[src/rtl/ex_muldiv_ctrl.sv]
// ex_muldiv_ctrl: EX-stage multiply/divide sequencer.
//   MULT/MULTU complete in the issue cycle. MADD*/MSUB* latch the product and
//   write HI/LO one cycle later. DIV/DIVU drive the external multi-cycle
//   divider and request a pipeline stall until the result comes back.
// Ports:
//   clk, rst           clock (rising edge), async active-low reset
//   op_i               operation code (1 MULT .. 8 MSUBU, others none)
//   reg1_i, reg2_i     rs/rt operands
//   hi_i, lo_i         current HI/LO
//   stall_i, flush_i   downstream stall, pipeline flush
//   div_*_o            divider start/annul/signed/operands
//   div_result_i       {remainder, quotient}; div_ready_i result valid
//   stallreq_o         stall request
//   hilo_we_o, hi_o, lo_o  HI/LO write port
module ex_muldiv_ctrl (
  input  logic        clk,
  input  logic        rst,
  input  logic [3:0]  op_i,
  input  logic [31:0] reg1_i,
  input  logic [31:0] reg2_i,
  input  logic [31:0] hi_i,
  input  logic [31:0] lo_i,
  input  logic        stall_i,
  input  logic        flush_i,
  output logic        div_start_o,
  output logic        div_annul_o,
  output logic        div_signed_o,
  output logic [31:0] div_opdata1_o,
  output logic [31:0] div_opdata2_o,
  input  logic [63:0] div_result_i,
  input  logic        div_ready_i,
  output logic        stallreq_o,
  output logic        hilo_we_o,
  output logic [31:0] hi_o,
  output logic [31:0] lo_o
);

  localparam logic [3:0] OpMult  = 4'd1;
  localparam logic [3:0] OpMultu = 4'd2;
  localparam logic [3:0] OpDiv   = 4'd3;
  localparam logic [3:0] OpDivu  = 4'd4;
  localparam logic [3:0] OpMadd  = 4'd5;
  localparam logic [3:0] OpMaddu = 4'd6;
  localparam logic [3:0] OpMsub  = 4'd7;
  localparam logic [3:0] OpMsubu = 4'd8;

  typedef enum logic [2:0] {StIdle, StMacc, StDivIssue, StDivWait, StDone} state_e;

  state_e      state_q, state_d;
  logic [31:0] op1_q, op1_d, op2_q, op2_d;
  logic        signed_q, signed_d;
  logic [63:0] prod_q, prod_d;
  logic        acc_sub_q, acc_sub_d;
  logic [63:0] res_q, res_d;

  logic        mul_signed;
  logic [63:0] a_ext, b_ext, product, macc_sum;
  logic        start_c, annul_c, stallreq_c, we_c;
  logic [63:0] hilo_c;

  // Sign/zero extension to 64 bits makes the truncated 64-bit product correct
  // for both signed and unsigned operands.
  assign mul_signed = (op_i == OpMult) || (op_i == OpMadd) || (op_i == OpMsub);
  assign a_ext      = mul_signed ? {{32{reg1_i[31]}}, reg1_i} : {32'b0, reg1_i};
  assign b_ext      = mul_signed ? {{32{reg2_i[31]}}, reg2_i} : {32'b0, reg2_i};
  assign product    = a_ext * b_ext;
  assign macc_sum   = acc_sub_q ? ({hi_i, lo_i} - prod_q) : ({hi_i, lo_i} + prod_q);

  always_comb begin
    state_d    = state_q;
    op1_d      = op1_q;
    op2_d      = op2_q;
    signed_d   = signed_q;
    prod_d     = prod_q;
    acc_sub_d  = acc_sub_q;
    res_d      = res_q;
    start_c    = 1'b0;
    annul_c    = 1'b0;
    stallreq_c = 1'b0;
    we_c       = 1'b0;
    hilo_c     = 64'b0;

    unique case (state_q)
      StIdle: begin
        unique case (op_i)
          OpMult, OpMultu: begin
            hilo_c = product;
            we_c   = 1'b1;
            if (stall_i) begin
              res_d   = product;
              state_d = StDone;
            end
          end
          OpMadd, OpMaddu, OpMsub, OpMsubu: begin
            prod_d     = product;
            acc_sub_d  = (op_i == OpMsub) || (op_i == OpMsubu);
            stallreq_c = 1'b1;
            state_d    = StMacc;
          end
          OpDiv, OpDivu: begin
            op1_d      = reg1_i;
            op2_d      = reg2_i;
            signed_d   = (op_i == OpDiv);
            stallreq_c = 1'b1;
            state_d    = StDivIssue;
          end
          default: ;
        endcase
      end
      StMacc: begin
        hilo_c  = macc_sum;
        we_c    = 1'b1;
        if (stall_i) begin
          res_d   = macc_sum;
          state_d = StDone;
        end else begin
          state_d = StIdle;
        end
      end
      StDivIssue: begin
        // Ready is ignored here so a stale result from a previous divide
        // cannot be taken for this one.
        start_c    = 1'b1;
        stallreq_c = 1'b1;
        state_d    = StDivWait;
      end
      StDivWait: begin
        start_c = 1'b1;
        if (div_ready_i) begin
          hilo_c  = div_result_i;
          we_c    = 1'b1;
          res_d   = div_result_i;
          state_d = stall_i ? StDone : StIdle;
        end else begin
          stallreq_c = 1'b1;
        end
      end
      StDone: begin
        hilo_c = res_q;
        we_c   = 1'b1;
        if (!stall_i) state_d = StIdle;
      end
      default: state_d = StIdle;
    endcase

    if (flush_i) begin
      state_d    = StIdle;
      op1_d      = op1_q;
      op2_d      = op2_q;
      signed_d   = signed_q;
      prod_d     = prod_q;
      acc_sub_d  = acc_sub_q;
      res_d      = res_q;
      start_c    = 1'b0;
      stallreq_c = 1'b0;
      we_c       = 1'b0;
      annul_c    = (state_q == StDivIssue) || (state_q == StDivWait);
    end
  end

  always_ff @(posedge clk or negedge rst) begin
    if (!rst) begin
      state_q   <= StIdle;
      op1_q     <= '0;
      op2_q     <= '0;
      signed_q  <= 1'b0;
      prod_q    <= '0;
      acc_sub_q <= 1'b0;
      res_q     <= '0;
    end else begin
      state_q   <= state_d;
      op1_q     <= op1_d;
      op2_q     <= op2_d;
      signed_q  <= signed_d;
      prod_q    <= prod_d;
      acc_sub_q <= acc_sub_d;
      res_q     <= res_d;
    end
  end

  // Outputs are combinational; gating with rst keeps them at 0 while reset is
  // held even though op_i may be presenting a live operation.
  assign div_start_o   = rst & start_c;
  assign div_annul_o   = rst & annul_c;
  assign stallreq_o    = rst & stallreq_c;
  assign hilo_we_o     = rst & we_c;
  assign hi_o          = rst ? hilo_c[63:32] : 32'b0;
  assign lo_o          = rst ? hilo_c[31:0] : 32'b0;
  assign div_signed_o  = signed_q;
  assign div_opdata1_o = op1_q;
  assign div_opdata2_o = op2_q;

endmodule

[config.mk]
export PLATFORM = sky130hd
export DESIGN_NAME = ex_muldiv_ctrl
export DESIGN_NICKNAME = d
export VERILOG_FILES = /design/src/rtl/ex_muldiv_ctrl.sv
export SDC_FILE = /design/constraint.sdc
export NUM_CORES = 2
export LEC_CHECK = 0
export CELL_PAD_IN_SITES_DETAIL_PLACEMENT = 0
export CELL_PAD_IN_SITES_GLOBAL_PLACEMENT = 1
export CORE_MARGIN = 5
export CORE_UTILIZATION = 54
export CTS_BUF_LIST = sky130_fd_sc_hd__clkbuf_4
export CTS_CLUSTER_DIAMETER = 80
export DETAILED_ROUTE_END_ITERATION = 8
export HOLD_SLACK_MARGIN = 0.12
export PLACE_DENSITY_LB_ADDON = 0.15
export SLEW_MARGIN = 25
export SYNTH_ARGS = -nofsm -noshare
export SYNTH_HDL_FRONTEND = slang
export SYNTH_SLANG_ARGS = --single-unit
export TNS_END_PERCENT = 10
[constraint.sdc]
create_clock -name clk -period 19.94 [get_ports clk]
set_input_delay 2.991 -clock clk [delete_from_list [all_inputs] [get_ports clk]]
set_output_delay 2.991 -clock clk [all_outputs]
set_load 0.005 [all_outputs]
Yosys cells after proc, flatten, opt, wreduce, memory -nomap -nowiden
Index checks and enable logic that the tools add are counted. Widths: inputs -> output; s select.

RAM bits: 0. Register bits after elaboration: 197. Output and inout port bits: 133. Word-level logic and storage cells: 82. Bits in latches: 0. Bits in read-only memories: 0. Memories kept: 0.

Divide/modulo/power cells: 0. $add $sub $neg: 2. Eq/ne operators: 20. Reduce and logical (&&, ||, !) cells: 16. Muxes and demuxes: 31. Bitwise logic cells: 5. Shifts and indexed selects: 0. Order comparisons: 0. Multipliers: 1.

Operators with widths (number): $mux 64 (9); $pmux 64 s4 (1); $pmux 64 s3 (1); $add 64x64->64 (1); $mul 64x64->64 (1); $mux 32 (2); $sub 64x64->64 (1); $eq 4x3->1 const B (4); $mux 3 (5); $pmux 3 s5 (1); $mux 1 (9); $pmux 3 s3 (1); $eq 4x2->1 const B (2); $reduce_or 2->1 (4); $eq 3x2->1 const B (2); $ne 2x2->1 const B (3); $ne 3x3->1 const B (2); $pmux 1 s3 (2); $reduce_and 3->1 (2); $reduce_and 6->1 (1); $reduce_or 6->1 (1); $ne 5x2->1 const B (1); $and 1x1->1 (4); $eq 4x1->1 const B (1); other kinds (11) (14).

Depth between registers and ports, before layout
Depth in word-level cells: 8. Depth in mapped cells: 41.

Least setup slack after synthesis
Ideal clock, no wire load.

Path kind: input -> output. From: in op_i[1]. To: out hi_o[27]. Arrival: 12.581 ns. Stages on the path: 36. Slack: 4.368 ns. Cells stage by stage: clkbuf_1 -> nor2b_1 -> nor3b_1 -> clkbuf_1 -> clkbuf_1 -> clkbuf_1 -> and3_1 -> fa_1 -> inv_1 -> fa_1 -> inv_1 -> fa_1 -> inv_1 -> fa_1 -> fa_1 -> inv_1 -> fa_1 -> fa_1 -> fa_1 -> fa_1 -> inv_1 -> fa_1 -> inv_1 -> ha_1 -> buf_4 -> nand2_1 -> o21a_1 -> a2111oi_0 -> o31ai_1 -> or3_1 -> o221ai_2 -> a41oi_1 -> nor2b_1 -> xnor2_1 -> a222oi_1 -> a21oi_1.

Longest elaborated chain between the ends: 8.

RTL lines: from (decl) (line 18) `input logic [3:0] op_i,`; $eq 4x1->1 or $eq 4x3->1 (tied branches) (line 63, 85); $logic_or 1x1->1 (2 in series) (line 63) `assign mul_signed = (op_i == OpMult) || (op_i == OpMadd) || (op_i == OpMsub);`; $mux 64, on equally long branches (line 64, 65); $mul 64x64->64 (line 66) `assign product = a_ext * b_ext;`; $mux 64 * (line 85) `unique case (op_i)`; $pmux 64 s4 * (line 83) `unique case (state_q)`; $mux 32 * (line 187) `assign hi_o = rst ? hilo_c[63:32] : 32'b0;`; to (decl) (line 34) `output logic [31:0] hi_o,`.

Mark *: on every way between the ends. The rest lies on a longest branch, timed or not.

Final worst setup path
From: in op_i[2]. To: out hi_o[27].

Same word-level chain as after synthesis.

==> results by group <==
Floorplan
  • Num rows: between 100 and 150
  • Top-level port count: approximately 330
  • Width of the die: around 350 um
  • Full die area: 0.122 sq mm
  • Core Box Area: approximately 0.11 sq mm
  • Die Ht: ~350 um
  • Starting Density: a little over half

Routing
  • Initial drt markers: roughly 4300
  • Post-DR wirelength/cell: about 25 um
  • Final WL: 209000 um
  • Final ANT Viol Nets: 0
  • Routed vias: between 40000 and 50000
  • # DRC: 0
  • DRT Pass-1 Iters: 6
  • Vias per cell: around 5.7

Logic synthesis
  • Synthesis warning total: 0
  • Ys async rst share: between 90% and 100%
  • Sequential area share after synthesis: under 10%
  • Cell with the most instances after synthesis: inv_1
  • Synth cell types: 86
  • Post-synth EDFFs: 0
  • Main flop type after synthesis: dfrtp_1
  • Synth area leaders: fa_1 (46%), inv_1 (9.6%), dfrtp_1 (7.9%), ha_1 (7.5%), nand2_1 (5.8%)
  • Seq cells post-synth: approximately 200
  • Gate Count Post-Synth: 6867
  • Largest area contributor in the netlist: fa_1
  • Syn nets: between 8000 and 9000
  • Cell Area, Synth: just over 0.06 sq mm
  • Synth top area share: 45.6%
  • Syn Area/Cell: slightly above 9 sq um
  • Top cells by count, synth: inv_1 (1596), fa_1 (1420), nand2_1 (969)

Critical path
  • CP required: between 15 and 20 ns
  • Startpoint Class: input port
  • CP Depth: 34
  • Worst r2r dst: res_q[63]
  • Worst-path maximum fanout: 13
  • Crit. Startpoint: op_i[2]
  • Largest stage delay on the critical path: a little over 0.9 ns
  • CP bufs+invs: 8
  • Delay-heaviest family, CP: adder cells
  • Worst Reg-to-Reg Cells: 21
  • Arrival @ worst endpoint: roughly 15 ns
  • Most Frequent Cell on Critical Path: fa_1
  • Critical path endpoint: hi_o[27]
  • CP Class: in -> out
  • Critical path endpoint category: output pin
  • R2r setup slk: 13.81 ns
  • Worst reg2reg startpoint: prod_q[0]
  • Critical Path Slowest Stage Cell: fa_1

CTS
  • Worst skew pair latency: a little over 0.9 ns
  • H-tree depth: 4
  • Clk root buf: clkbuf_4
  • CTS Buf Count: 17
  • Worst-path clk slew: about 0.20 ns
  • Clock Sinks: 197
  • Clock buffer depth: 2
  • Cts hold-fix bufs: 0
  • # Post-CTS Setup Buffers: 0
  • Post-cts sizing count: 0
  • Clock tree from TritonCTS: yes

Place
  • RD Place Congestion: between 0.9 and 1
  • Detail Placement HPWL: roughly 170000 um
  • IO buf count: between 300 and 400

Timing
  • RSZ-0062 raised after global routing: no
  • Final min period: approximately 18 ns
  • Fmax: 55.6 MHz
  • Final setup vio count: 0
  • Hold Vio Cnt, Final: 0
  • Worst hold slack: about 0.5 ns
  • Max Transition Viols Final: 0
  • Slew HR: between 20% and 30%
  • Final Cycle Share: roughly nine tenths
  • TNS Setup: 0 ns
  • Tightest Pin Transition: 1.08 ns
  • Worst Skew: between 0.05 and 0.06 ns

Hold path
  • Hold Path Depth: 2
  • Tightest Hold Check Type: reg -> reg

Layout
  • Layout cell share with drive strength beyond 1: ~4.6%
  • Fin util: 58.8%
  • Final Net Count: around 9000
  • Layout area overhead: 8.04%
  • Filler instances: 10400

Global routing
  • Vias in the first global route: a little over 50000
  • Grt total ovfl: 0
  • First-pass GRT wire length: 322000 um
  • Antenna violations before repair: 7
  • Largest net degree at the start of global routing: between 70 and 80
  • Total track usage: between 30% and 40%

Run
  • Max-cap viol count: 0

Status
  • Status: completed
## layout by cell type (no fill, tap or decap), drive strengths merged, types with 8 or more instances in the layout
cell type      instances
a211oi                16
a21boi                 9
a21o                  92
a21oi                247
a222oi                55
a22oi                 30
a31oi                 67
a41oi                 17
and2                 352
and3                  43
buf                  121
clkbuf                17
clkdlybuf4s50        321
dfrtp                197
fa                  1420
ha                   375
inv                 1610
mux2                 120
mux2i                  8
nand2                970
nand2b                17
nand3                 35
nand4                 29
nor2                 194
nor2b                  9
nor3                  43
nor3b                  8
nor4                  15
o211ai                10
o21a                  20
o21ai                101
o21bai                32
o221ai                12
o22ai                  9
o31ai                 17
or3                   11
xnor2                187
xor2                  55
## flip-flops by register name (all words and copies together), names as in the netlist
name,count
acc_sub_q,1
div_opdata1_o,32
div_opdata2_o,32
div_signed_o,1
prod_q,64
res_q,64
state_q,3
## layout make-up
| cell class | count | area, sq um | area share [%] |
|---|---|---|---|
| Timing Repair Buffer | 442 | 4100 | 6.09 |
| Tap cell | 1512 | 1890 | 2.81 |
| Clock inverter | 15 | 219 | 0.325 |
| Antenna cell | 7 | 17.5 | 0.0260 |
| Sequential cell | 197 | 4930 | 7.32 |
| Clock buffer | 17 | 128 | 0.189 |
| Multi-Input combinational cell | 4701 | 50100 | 74.3 |
| Inverter | 1597 | 5990 | 8.90 |
## routing by layer
layer	track usage [%]	wire, um
met3	8.63	21000
met5	0	13
met4	8.24	5450
met1	49.8	88900
met2	54.8	93200
## per-stage QoR
| stage | setup WS [ns] | instances | cell area [sq um] |
|---|---|---|---|
| 2_1_floorplan | 4.37 | 6867 | 62400 |
| 3_3_place_gp | 2.07 | 8449 | 67000 |
| 4_1_cts | 1.95 | 8481 | 67400 |
| 5_1_grt | 1.42 | 8483 | 67400 |
| 3_5_place_dp | 1.96 | 8449 | 67000 |
| 6_report | 1.95 | 8488 | 67400 |
## worst min-delay path by stage
stage / startpoint / end / slack [ns]
2_1_floorplan: res_q[10] / res_q[10] / 0.45
3_3_place_gp: res_q[31] / res_q[31] / 0.46
3_5_place_dp: res_q[0] / res_q[0] / 0.47
4_1_cts: res_q[0] / res_q[0] / 0.51
5_1_grt: res_q[13] / res_q[13] / 0.53
6_report: res_q[0] / res_q[0] / 0.51
## cells by family after synthesis
| group | Yosys count | synth area share [%] |
|---|---|---|
| AO/OA/AOI/OAI | 782 | 8.42 |
| XOR/XNOR | 242 | 3.40 |
| adder cells (fa/ha/maj) | 1797 | 53.1 |
| multiplexers | 128 | 2.30 |
| AND/OR/NAND/NOR | 1752 | 13.0 |
| buffers and inverters | 1969 | 11.9 |
| flip-flops | 197 | 7.91 |
## worst reg2reg max path, stage by stage (launching register included)
cell      delay [ns]
dfrtp_1         0.51
inv_1           0.10
ha_1            0.22
nand2_1         0.11
nor4_1          0.58
and2_1          0.40
and4b_1         0.33
and3_1          0.44
a21oi_1         0.14
xnor2_1         0.21
ha_1            0.49
nand4_1         0.21
nor3_1          0.27
nand2_1         0.09
o211ai_1        0.15
a31oi_1         0.17
o21ai_0         0.29
o21ai_0         0.17
o21ai_0         0.43
nor4_1          0.11
a311oi_1        0.48
a21oi_1         0.13
Power is left out: the tool's default activity adds up to more than one toggle a clock period on the data nets, which glitch-free logic cannot reach.
